$ cat src/rtl/lilme_gemm_if.sv
// Host bus for lilme_gemm: opcode/data in, address/data/strobes out.
interface lilme_gemm_if #(
  parameter int DW = 32,
  parameter int AW = 32
);
  logic [2:0]    ME_opcode;
  logic [DW-1:0] Data_in;
  logic          in_valid;
  logic [AW-1:0] Address_out;
  logic          Busy;
  logic [DW-1:0] Data_out;
  logic          out_valid;
  logic          done;

  modport master (
    output ME_opcode, Data_in, in_valid,
    input  Address_out, Busy, Data_out, out_valid, done
  );

  modport slave (
    input  ME_opcode, Data_in, in_valid,
    output Address_out, Busy, Data_out, out_valid, done
  );
endinterface

$ cat src/rtl/lilme_gemm.sv
// Parametrised M x K by K x N matrix-multiply engine, one MAC per cycle.
// Optional accumulate opcode (C += A*B) is built only with `LILME_ACC_EN.
module lilme_gemm #(
  parameter int DW = 32,
  parameter int AW = 32,
  parameter int M  = 4,
  parameter int K  = 4,
  parameter int N  = 4
) (
  input logic         clk,
  input logic         reset,
  lilme_gemm_if.slave bus
);
  localparam int unsigned NA  = M * K;
  localparam int unsigned NB  = K * N;
  localparam int unsigned NC  = M * N;
  localparam int unsigned AIW = (NA > 1) ? $clog2(NA) : 1;
  localparam int unsigned BIW = (NB > 1) ? $clog2(NB) : 1;
  localparam int unsigned CIW = (NC > 1) ? $clog2(NC) : 1;
  localparam int unsigned MXN = (NA > NB) ? ((NA > NC) ? NA : NC) : ((NB > NC) ? NB : NC);
  localparam int unsigned IW  = $clog2(MXN + 1);
  localparam int unsigned MW  = (M > 1) ? $clog2(M) : 1;
  localparam int unsigned KW  = (K > 1) ? $clog2(K) : 1;
  localparam int unsigned NW  = (N > 1) ? $clog2(N) : 1;

  typedef enum logic [2:0] {
    OP_NOP       = 3'b000,
    OP_LOAD_ADDR = 3'b001,
    OP_LOAD_A    = 3'b010,
    OP_LOAD_B    = 3'b011,
    OP_CLEAR_C   = 3'b100,
    OP_MUL       = 3'b101,
    OP_MAC       = 3'b110,
    OP_READ_C    = 3'b111
  } opcode_t;

  typedef enum logic [2:0] {
    S_IDLE, S_LOAD_A, S_LOAD_B, S_COMPUTE, S_READ
  } state_t;

  state_t state_q, state_d;

  logic [DW-1:0]   a_mem [NA];
  logic [DW-1:0]   b_mem [NB];
  logic [DW-1:0]   c_mem [NC];
  logic [IW-1:0]   idx_q;
  logic [MW-1:0]   i_q;
  logic [KW-1:0]   k_q;
  logic [NW-1:0]   j_q;
  logic [AW-1:0]   base_q;
  logic [2*DW-1:0] acc_q;
  logic            done_q;
`ifdef LILME_ACC_EN
  logic            mac_q;
`endif

  logic [AIW-1:0]  a_idx;
  logic [BIW-1:0]  b_idx;
  logic [CIW-1:0]  c_idx;
  logic [2*DW-1:0] init_val;
  logic [2*DW-1:0] sum;
  logic            idx_last_a, idx_last_b, idx_last_c;
  logic            i_last, j_last, k_last;

  assign a_idx = AIW'(i_q) * AIW'(K) + AIW'(k_q);
  assign b_idx = BIW'(k_q) * BIW'(N) + BIW'(j_q);
  assign c_idx = CIW'(i_q) * CIW'(N) + CIW'(j_q);

  assign idx_last_a = (idx_q == IW'(NA - 1));
  assign idx_last_b = (idx_q == IW'(NB - 1));
  assign idx_last_c = (idx_q == IW'(NC - 1));
  assign i_last     = (i_q == MW'(M - 1));
  assign j_last     = (j_q == NW'(N - 1));
  assign k_last     = (k_q == KW'(K - 1));

`ifdef LILME_ACC_EN
  assign init_val = mac_q ? (2*DW)'(c_mem[c_idx]) : '0;
`else
  assign init_val = '0;
`endif

  assign sum = ((k_q == '0) ? init_val : acc_q)
             + (2*DW)'(a_mem[a_idx]) * (2*DW)'(b_mem[b_idx]);

  assign bus.Busy        = (state_q != S_IDLE);
  assign bus.out_valid   = (state_q == S_READ);
  assign bus.done        = done_q;
  assign bus.Data_out    = (state_q == S_READ) ? c_mem[CIW'(idx_q)] : '0;
  assign bus.Address_out = (state_q == S_LOAD_A || state_q == S_LOAD_B || state_q == S_READ)
                         ? base_q + AW'(idx_q) : base_q;

  always_ff @(posedge clk) begin
    if (reset) state_q <= S_IDLE;
    else       state_q <= state_d;
  end

  always_comb begin
    state_d = state_q;
    case (state_q)
      S_IDLE: begin
        case (bus.ME_opcode)
          OP_LOAD_A: state_d = S_LOAD_A;
          OP_LOAD_B: state_d = S_LOAD_B;
          OP_MUL:    state_d = S_COMPUTE;
`ifdef LILME_ACC_EN
          OP_MAC:    state_d = S_COMPUTE;
`endif
          OP_READ_C: state_d = S_READ;
          default:   state_d = S_IDLE;
        endcase
      end
      S_LOAD_A:  if (bus.in_valid && idx_last_a) state_d = S_IDLE;
      S_LOAD_B:  if (bus.in_valid && idx_last_b) state_d = S_IDLE;
      S_COMPUTE: if (i_last && j_last && k_last) state_d = S_IDLE;
      S_READ:    if (idx_last_c) state_d = S_IDLE;
      default:   state_d = S_IDLE;
    endcase
  end

  // Operand stores have no reset so a reset mid-load keeps the words already written.
  always_ff @(posedge clk) begin
    if (state_q == S_LOAD_A && bus.in_valid) a_mem[AIW'(idx_q)] <= bus.Data_in;
    if (state_q == S_LOAD_B && bus.in_valid) b_mem[BIW'(idx_q)] <= bus.Data_in;
  end

  always_ff @(posedge clk) begin
    if (reset) begin
      idx_q  <= '0;
      i_q    <= '0;
      j_q    <= '0;
      k_q    <= '0;
      base_q <= '0;
      acc_q  <= '0;
      done_q <= 1'b0;
`ifdef LILME_ACC_EN
      mac_q  <= 1'b0;
`endif
      for (int unsigned n = 0; n < NC; n++) c_mem[n] <= '0;
    end else begin
      done_q <= 1'b0;
      case (state_q)
        S_IDLE: begin
          idx_q <= '0;
          case (bus.ME_opcode)
            OP_LOAD_ADDR: base_q <= AW'(bus.Data_in);
            OP_CLEAR_C:   for (int unsigned n = 0; n < NC; n++) c_mem[n] <= '0;
`ifdef LILME_ACC_EN
            OP_MUL:       mac_q <= 1'b0;
            OP_MAC:       mac_q <= 1'b1;
`endif
            default: ;
          endcase
        end
        S_LOAD_A: if (bus.in_valid) idx_q <= idx_last_a ? '0 : idx_q + 1'b1;
        S_LOAD_B: if (bus.in_valid) idx_q <= idx_last_b ? '0 : idx_q + 1'b1;
        S_COMPUTE: begin
          acc_q <= sum;
          if (k_last) begin
            c_mem[c_idx] <= sum[DW-1:0];
            k_q <= '0;
            if (j_last) begin
              j_q <= '0;
              if (i_last) begin
                i_q    <= '0;
                done_q <= 1'b1;
              end else begin
                i_q <= i_q + 1'b1;
              end
            end else begin
              j_q <= j_q + 1'b1;
            end
          end else begin
            k_q <= k_q + 1'b1;
          end
        end
        S_READ: begin
          if (idx_last_c) begin
            idx_q  <= '0;
            done_q <= 1'b1;
          end else begin
            idx_q <= idx_q + 1'b1;
          end
        end
        default: ;
      endcase
    end
  end
endmodule

$ cat src/flat_wrapper.sv
// flat-port wrapper written by rule: the top's interface ports become plain ports
module lilme_gemm_flat 
#(
  parameter int DW = 32,
  parameter int AW = 32,
  parameter int M  = 4,
  parameter int K  = 4,
  parameter int N  = 4
)
  (clk, reset, bus_ME_opcode, bus_Data_in, bus_in_valid, bus_Address_out, bus_Busy, bus_Data_out, bus_out_valid, bus_done);
  lilme_gemm_if #(.DW(DW), .AW(AW)) bus_i ();
  input logic clk;
  input logic reset;
  input wire logic [$bits(bus_i.ME_opcode)-1:0] bus_ME_opcode;
  input wire logic [$bits(bus_i.Data_in)-1:0] bus_Data_in;
  input wire logic [$bits(bus_i.in_valid)-1:0] bus_in_valid;
  output wire logic [$bits(bus_i.Address_out)-1:0] bus_Address_out;
  output wire logic [$bits(bus_i.Busy)-1:0] bus_Busy;
  output wire logic [$bits(bus_i.Data_out)-1:0] bus_Data_out;
  output wire logic [$bits(bus_i.out_valid)-1:0] bus_out_valid;
  output wire logic [$bits(bus_i.done)-1:0] bus_done;
  assign bus_i.ME_opcode = bus_ME_opcode;
  assign bus_i.Data_in = bus_Data_in;
  assign bus_i.in_valid = bus_in_valid;
  assign bus_Address_out = bus_i.Address_out;
  assign bus_Busy = bus_i.Busy;
  assign bus_Data_out = bus_i.Data_out;
  assign bus_out_valid = bus_i.out_valid;
  assign bus_done = bus_i.done;
  lilme_gemm #(.DW(DW), .AW(AW), .M(M), .K(K), .N(N)) u_core (.clk(clk), .reset(reset), .bus(bus_i));
endmodule
$ cat config.mk
export PLATFORM = sky130hd
export DESIGN_NAME = lilme_gemm_flat
export DESIGN_NICKNAME = d
export VERILOG_FILES = /design/src/rtl/lilme_gemm_if.sv /design/src/rtl/lilme_gemm.sv /design/src/flat_wrapper.sv
export SDC_FILE = /design/constraint.sdc
export NUM_CORES = 2
export LEC_CHECK = 0
export CAP_MARGIN = 40
export CELL_PAD_IN_SITES_DETAIL_PLACEMENT = 1
export CELL_PAD_IN_SITES_GLOBAL_PLACEMENT = 1
export CORE_ASPECT_RATIO = 1.1
export CORE_MARGIN = 2
export CORE_UTILIZATION = 30
export CTS_BUF_LIST = sky130_fd_sc_hd__clkbuf_8
export CTS_CLUSTER_DIAMETER = 100
export DETAILED_ROUTE_END_ITERATION = 10
export PLACE_DENSITY_LB_ADDON = 0.1
export SYNTH_ARGS = -nofsm -noshare
export SYNTH_HDL_FRONTEND = slang
export SYNTH_SLANG_ARGS = --single-unit
$ cat constraint.sdc
create_clock -name clk -period 25.7 [get_ports clk]
set_input_delay 5.14 -clock clk [delete_from_list [all_inputs] [get_ports clk]]
set_output_delay 5.14 -clock clk [all_outputs]
set_load 0.05 [all_outputs]
# [Yosys cells after proc, flatten, opt, wreduce, memory -nomap -nowiden]
# Memory sizes are Yosys's and may differ from the RTL's. A register that Yosys moved wholly into a read port is not among the register bits.
# Index checks and enable logic that the tools add are counted.
[classes] n_addsub=9 multipliers=1 eq_ne=18 mux=54 bitwise_logic=16 n_reduce_logical=18
[ops] operator="$mux 32" count=19
[ops] operator="$add 64x64->64" count=1
[ops] operator="$mul 32x32->64" count=1
[ops] operator="$mux 64" count=1
[ops] operator="$add 32x5->32" count=1
[ops] operator="$reduce_or 32->1" count=1
[ops] operator="$pmux 3 s4" count=2
[ops] operator="$mux 1" count=19
[ops] operator="$or 1x1->1" count=16
[ops] operator="$pmux 5 s3" count=1
[ops] operator="$add 4x2->4" count=3
[ops] operator="$eq 3x2->1 const B" count=4
[ops] operator="$eq 3x3->1 const B" count=4
[ops] operator="$mux 4" count=3
[ops] operator="$mux 5" count=2
[ops] operator="$mux 3" count=3
[ops] operator="$ne 2x1->1 const B" count=4
[ops] operator="$add 2x1->2 const B" count=3
[ops] operator="$eq 2x2->1 const B" count=3
[ops] operator="$eq 3x1->1 const B" count=2
[ops] operator="$mux 2" count=3
[ops] operator="$reduce_and 2->1" count=3
[ops] operator="$reduce_and 3->1" count=2
[ops] operator="$reduce_bool 3->1" count=2
[ops] operator="8 further kinds" count=13
[totals] regBits=111 mem_bits_rw=1536 out_inout_bits=67 mem_count=3
[mem_list] name="u_core.a_mem" depth=16 width=32 rd=1 rd_clocked_by_memory_dff=0 write_ports=1 line_no="lilme_gemm.sv:43" source="logic [DW-1:0] a_mem [NA];"
[mem_list] name="u_core.b_mem" depth=16 width=32 rd=1 rd_clocked_by_memory_dff=0 write_ports=1 line_no="lilme_gemm.sv:44" source="logic [DW-1:0] b_mem [NB];"
[mem_list] name="u_core.c_mem" depth=16 width=32 rd=1 rd_clocked_by_memory_dff=1 write_ports=16 line_no="lilme_gemm.sv:45" source="logic [DW-1:0] c_mem [NC];"

# [Longest topological paths before layout]
[logic_depth] depth_word=7 depth_mapped=40 depth_no_buf=32

# [Worst setup path after synthesis]
# No wires, ideal clock.
[synth_timing] path_type="register -> register" startpoint="register u_core.k_q[1]" endpoint="memory u_core.c_mem[0][30], data pin" setup_ns=0.266 arrival_time_ns=9.254 slack_ns=16.180 stages_incl_launch_ff=38 synth_period_minus_slack_ns=9.520 cell_sequence="dfxtp_1 > buf_2 > buf_2 > buf_2 > buf_2 > buf_1 > mux4_2 > a22o_1 > a221oi_1 > clkbuf_1 > clkbuf_1 > nor2_1 > fa_1 > fa_1 > fa_1 > inv_1 > fa_1 > inv_1 > [2 not listed] > fa_1 > inv_1 > fa_1 > inv_1 > fa_1 > inv_1 > ha_1 > a21oi_1 > nor2b_1 > o21ai_0 > nand2b_1 > a221o_1 > a221oi_1 > o31ai_1 > a21oi_1 > xor2_1 > clkbuf_1 > nor2_1"
[synth_rtl] item="start, declared" line_no="lilme_gemm.sv:48" source="logic [KW-1:0] k_q;"
[synth_rtl] item="start signal, assigned" line_no="lilme_gemm.sv:173" source="k_q <= k_q + 1'b1;"
[synth_rtl] item="end, declared" line_no="lilme_gemm.sv:45"

==> results.md <==
* Clock-pin slew on the worst setup and hold paths at 0.06 ns
* Final worst clock skew at 0.130 ns
* Fin util at 0.347
* Critical Path AT at 12.25 ns
* Post-synth EDFFs at 1,536
* DRC viols at 0
* Post-CTS Hold Fix Bufs at 0
* Global route total overflow at 0
* Root Buffer: clkbuf_8
* Min-Delay Path Class: reg -> reg
* Highest clock rate at 0.0863 GHz
* Port bufs at 104
* Commonest cells after routing, fill and taps aside: edfxtp_1 (1,536), nor2_1 (765), inv_1 (637), fa_1 (439), mux4_2 (426)
* Worst skew pair latency at 0.96 ns
* Vias in the first global route at 51,935
* GPL Wtd Cong at 0.763
* Full die area at 0.276 mm2
* Hold Fails Final Rpt at 0
* Critical Path Source Type: flop
* Post-route ant nets at 0
* CP Max Fanout at 69
* Synth async-reset ratio at 0
* Final period utilization at 0.451
* Sequential fraction of the synthesis area at 0.585
* Required time at the worst-slack endpoint at 26.36 ns
* Synthesized Nets at 6,016
* TritonRoute pass-1 iters at 5
* Slowest CP cell: dfxtp_4
* Initial Utilization at 0.302
* CTS buffer count at 303
* Synth unique cells at 66
* Routed Wire Length at 280,000 um
* CTS sink count at 1,619
* Met3 usage at 0.0255
* M1 GR Usage at 0.262
* CP most frequent cell: fa_1
* Worst setup slack after layout at 14.12 ns
* CTS H-tree depth at 5
* CTS Buffer Depth at 4
* Antenna violations before repair at 16
* Post-DP HPWL at 175,000 um
* Core area at 0.270 mm2
* Gate Count Post-Synth at 5,396
* Most common cell after layout, fill and taps aside: edfxtp_1
* Max Cap Viol at 0
* Die X at 501 um
* Number of setup violations in the final report at 0
* Outcome: finished, final reports clean
* Post-CTS setup buffers at 0
* Fin nets at 6,348
* Layout fillers at 27,950
* Detailed-route via count at 46,637
* Largest net degree at the start of global routing at 98
* Most used routing layer: met2
* Vias per inst at 4.92
* Tmin final at 11.58 ns
* Crit path largest cell delay at 0.76 ns
* Max Slew Vio Count at 0
* Primary FF master, synth: edfxtp_1
* Kind of critical path: reg -> reg
* All-Layer GR Usage at 0.203
* FF+latch count, synth at 1,619
* RSZ-0062 raised after global routing: false
* CTS tree: built
* Global-route wire length before repair at 397,000 um
* Synth Warn # at 0
* Grt met2 use at 0.365
* Setup TNS at 0 ns
* Post-cts repair resize count at 0
* Layout cells sized above 1 at 0.197
* Post-DP Area at 0.0883 mm2
* Mean Syn Cell Area at 15.1 um2
* Slew margin rel. at 0.337
* Area added between synthesis and finish at 14.7%
* # IOs at 105
* Post-Syn Area at 0.0817 mm2
* Setup WS pre-CTS at 13.98 ns
* Crit end category: flop
* Worst-Margin Slew at 0.995 ns
* Drt initial violations at 3,125
* # rows at 200
* Die Height at 551 um
* Drt wl/cell at 29.5 um
* Final instance area at 0.0937 mm2
## cell usage after synthesis (all sizes together), types with 26 or more instances
cell type	instances	area, um2
dfxtp	83	1660
ha	143	1790
buf	84	617
o21ai	33	165
nand2	346	1300
nor2b	67	419
nor2	792	3050
clkbuf	209	790
edfxtp	1536	46100
and2	120	751
a21oi	104	521
a22o	27	236
xnor2	86	772
or2	26	163
nand2b	73	457
mux4	444	10100
inv	536	2010
fa	439	8790
a221oi	28	359
nand3	41	205
## kinds of logic (layout without fill, tap and decap cells)
logic type | Yosys count | after routing | synth area share
other | 0 | 7 | 0
adder cells (fa/ha/maj) | 582 | 582 | 0.130
AND/OR/NAND/NOR | 1529 | 1529 | 0.0825
XOR/XNOR | 115 | 115 | 0.0133
buffers and inverters | 832 | 1369 | 0.0420
multiplexers | 458 | 458 | 0.125
AO/OA/AOI/OAI | 261 | 261 | 0.0225
flip-flops | 1619 | 1619 | 0.585
## state kept, by name (all words and copies together), names as in the netlist, named ones only
name,flops
u_core.bus.done,1
u_core.a_mem,512
u_core.state_q,3
u_core.j_q,2
u_core.base_q,32
u_core.b_mem,512
u_core.c_mem,512
u_core.k_q,2
u_core.idx_q,5
u_core.acc_q,32
u_core.i_q,2
## critical path, delay by kind of cell, from the launching register on
| family | cells | cell delay (ns) |
|---|---|---|
| XOR/XNOR | 1 | 0.26 |
| AO/OA/AOI/OAI | 6 | 2.52 |
| adder cells (fa/ha/maj) | 9 | 3.85 |
| multiplexers | 2 | 1.07 |
| flip-flops | 1 | 0.76 |
| AND/OR/NAND/NOR | 4 | 0.46 |
| buffers and inverters | 7 | 2.01 |
## cell type report
class	count	area, um2	share of cell area
Tap cell	3535	4420	0.0472
Clock buffer	313	4310	0.0460
Clock inverter	197	1030	0.0110
Timing Repair Buffer	320	3010	0.0321
Sequential cell	1619	47800	0.510
Antenna cell	7	17.5	0.000187
Inverter	539	2020	0.0216
Multi-Input combinational cell	2945	31100	0.331
## layer usage
metal	vias to the layer above	wire [um]
met3	324	9560
met2	906	145000
li1	19863	-
met1	25536	120000
met4	8	4840
met5	-	55
## per-stage QoR
step / std cells / hold slack (ns)
finish: 9475 / 0.451
global route: 9473 / 0.485
detailed placement: 8958 / 0.445
floorplan: 5396 / 0.432
CTS: 9468 / 0.454
global placement: 8930 / 0.441
## final timing paths
kind / depth (start not counted) / from / to / slack (ns)
min: 2 / u_core.acc_q[0] / u_core.acc_q[0] / 0.45
min reg2reg: 2 / u_core.acc_q[0] / u_core.acc_q[0] / 0.45
max reg2reg: 29 / u_core.j_q[0] / u_core.c_mem[2][31] / 14.12
max: 29 / u_core.j_q[0] / u_core.c_mem[2][31] / 14.12
Power is left out: the tool's default activity adds up to more than one toggle a clock period on the data nets, which glitch-free logic cannot reach.
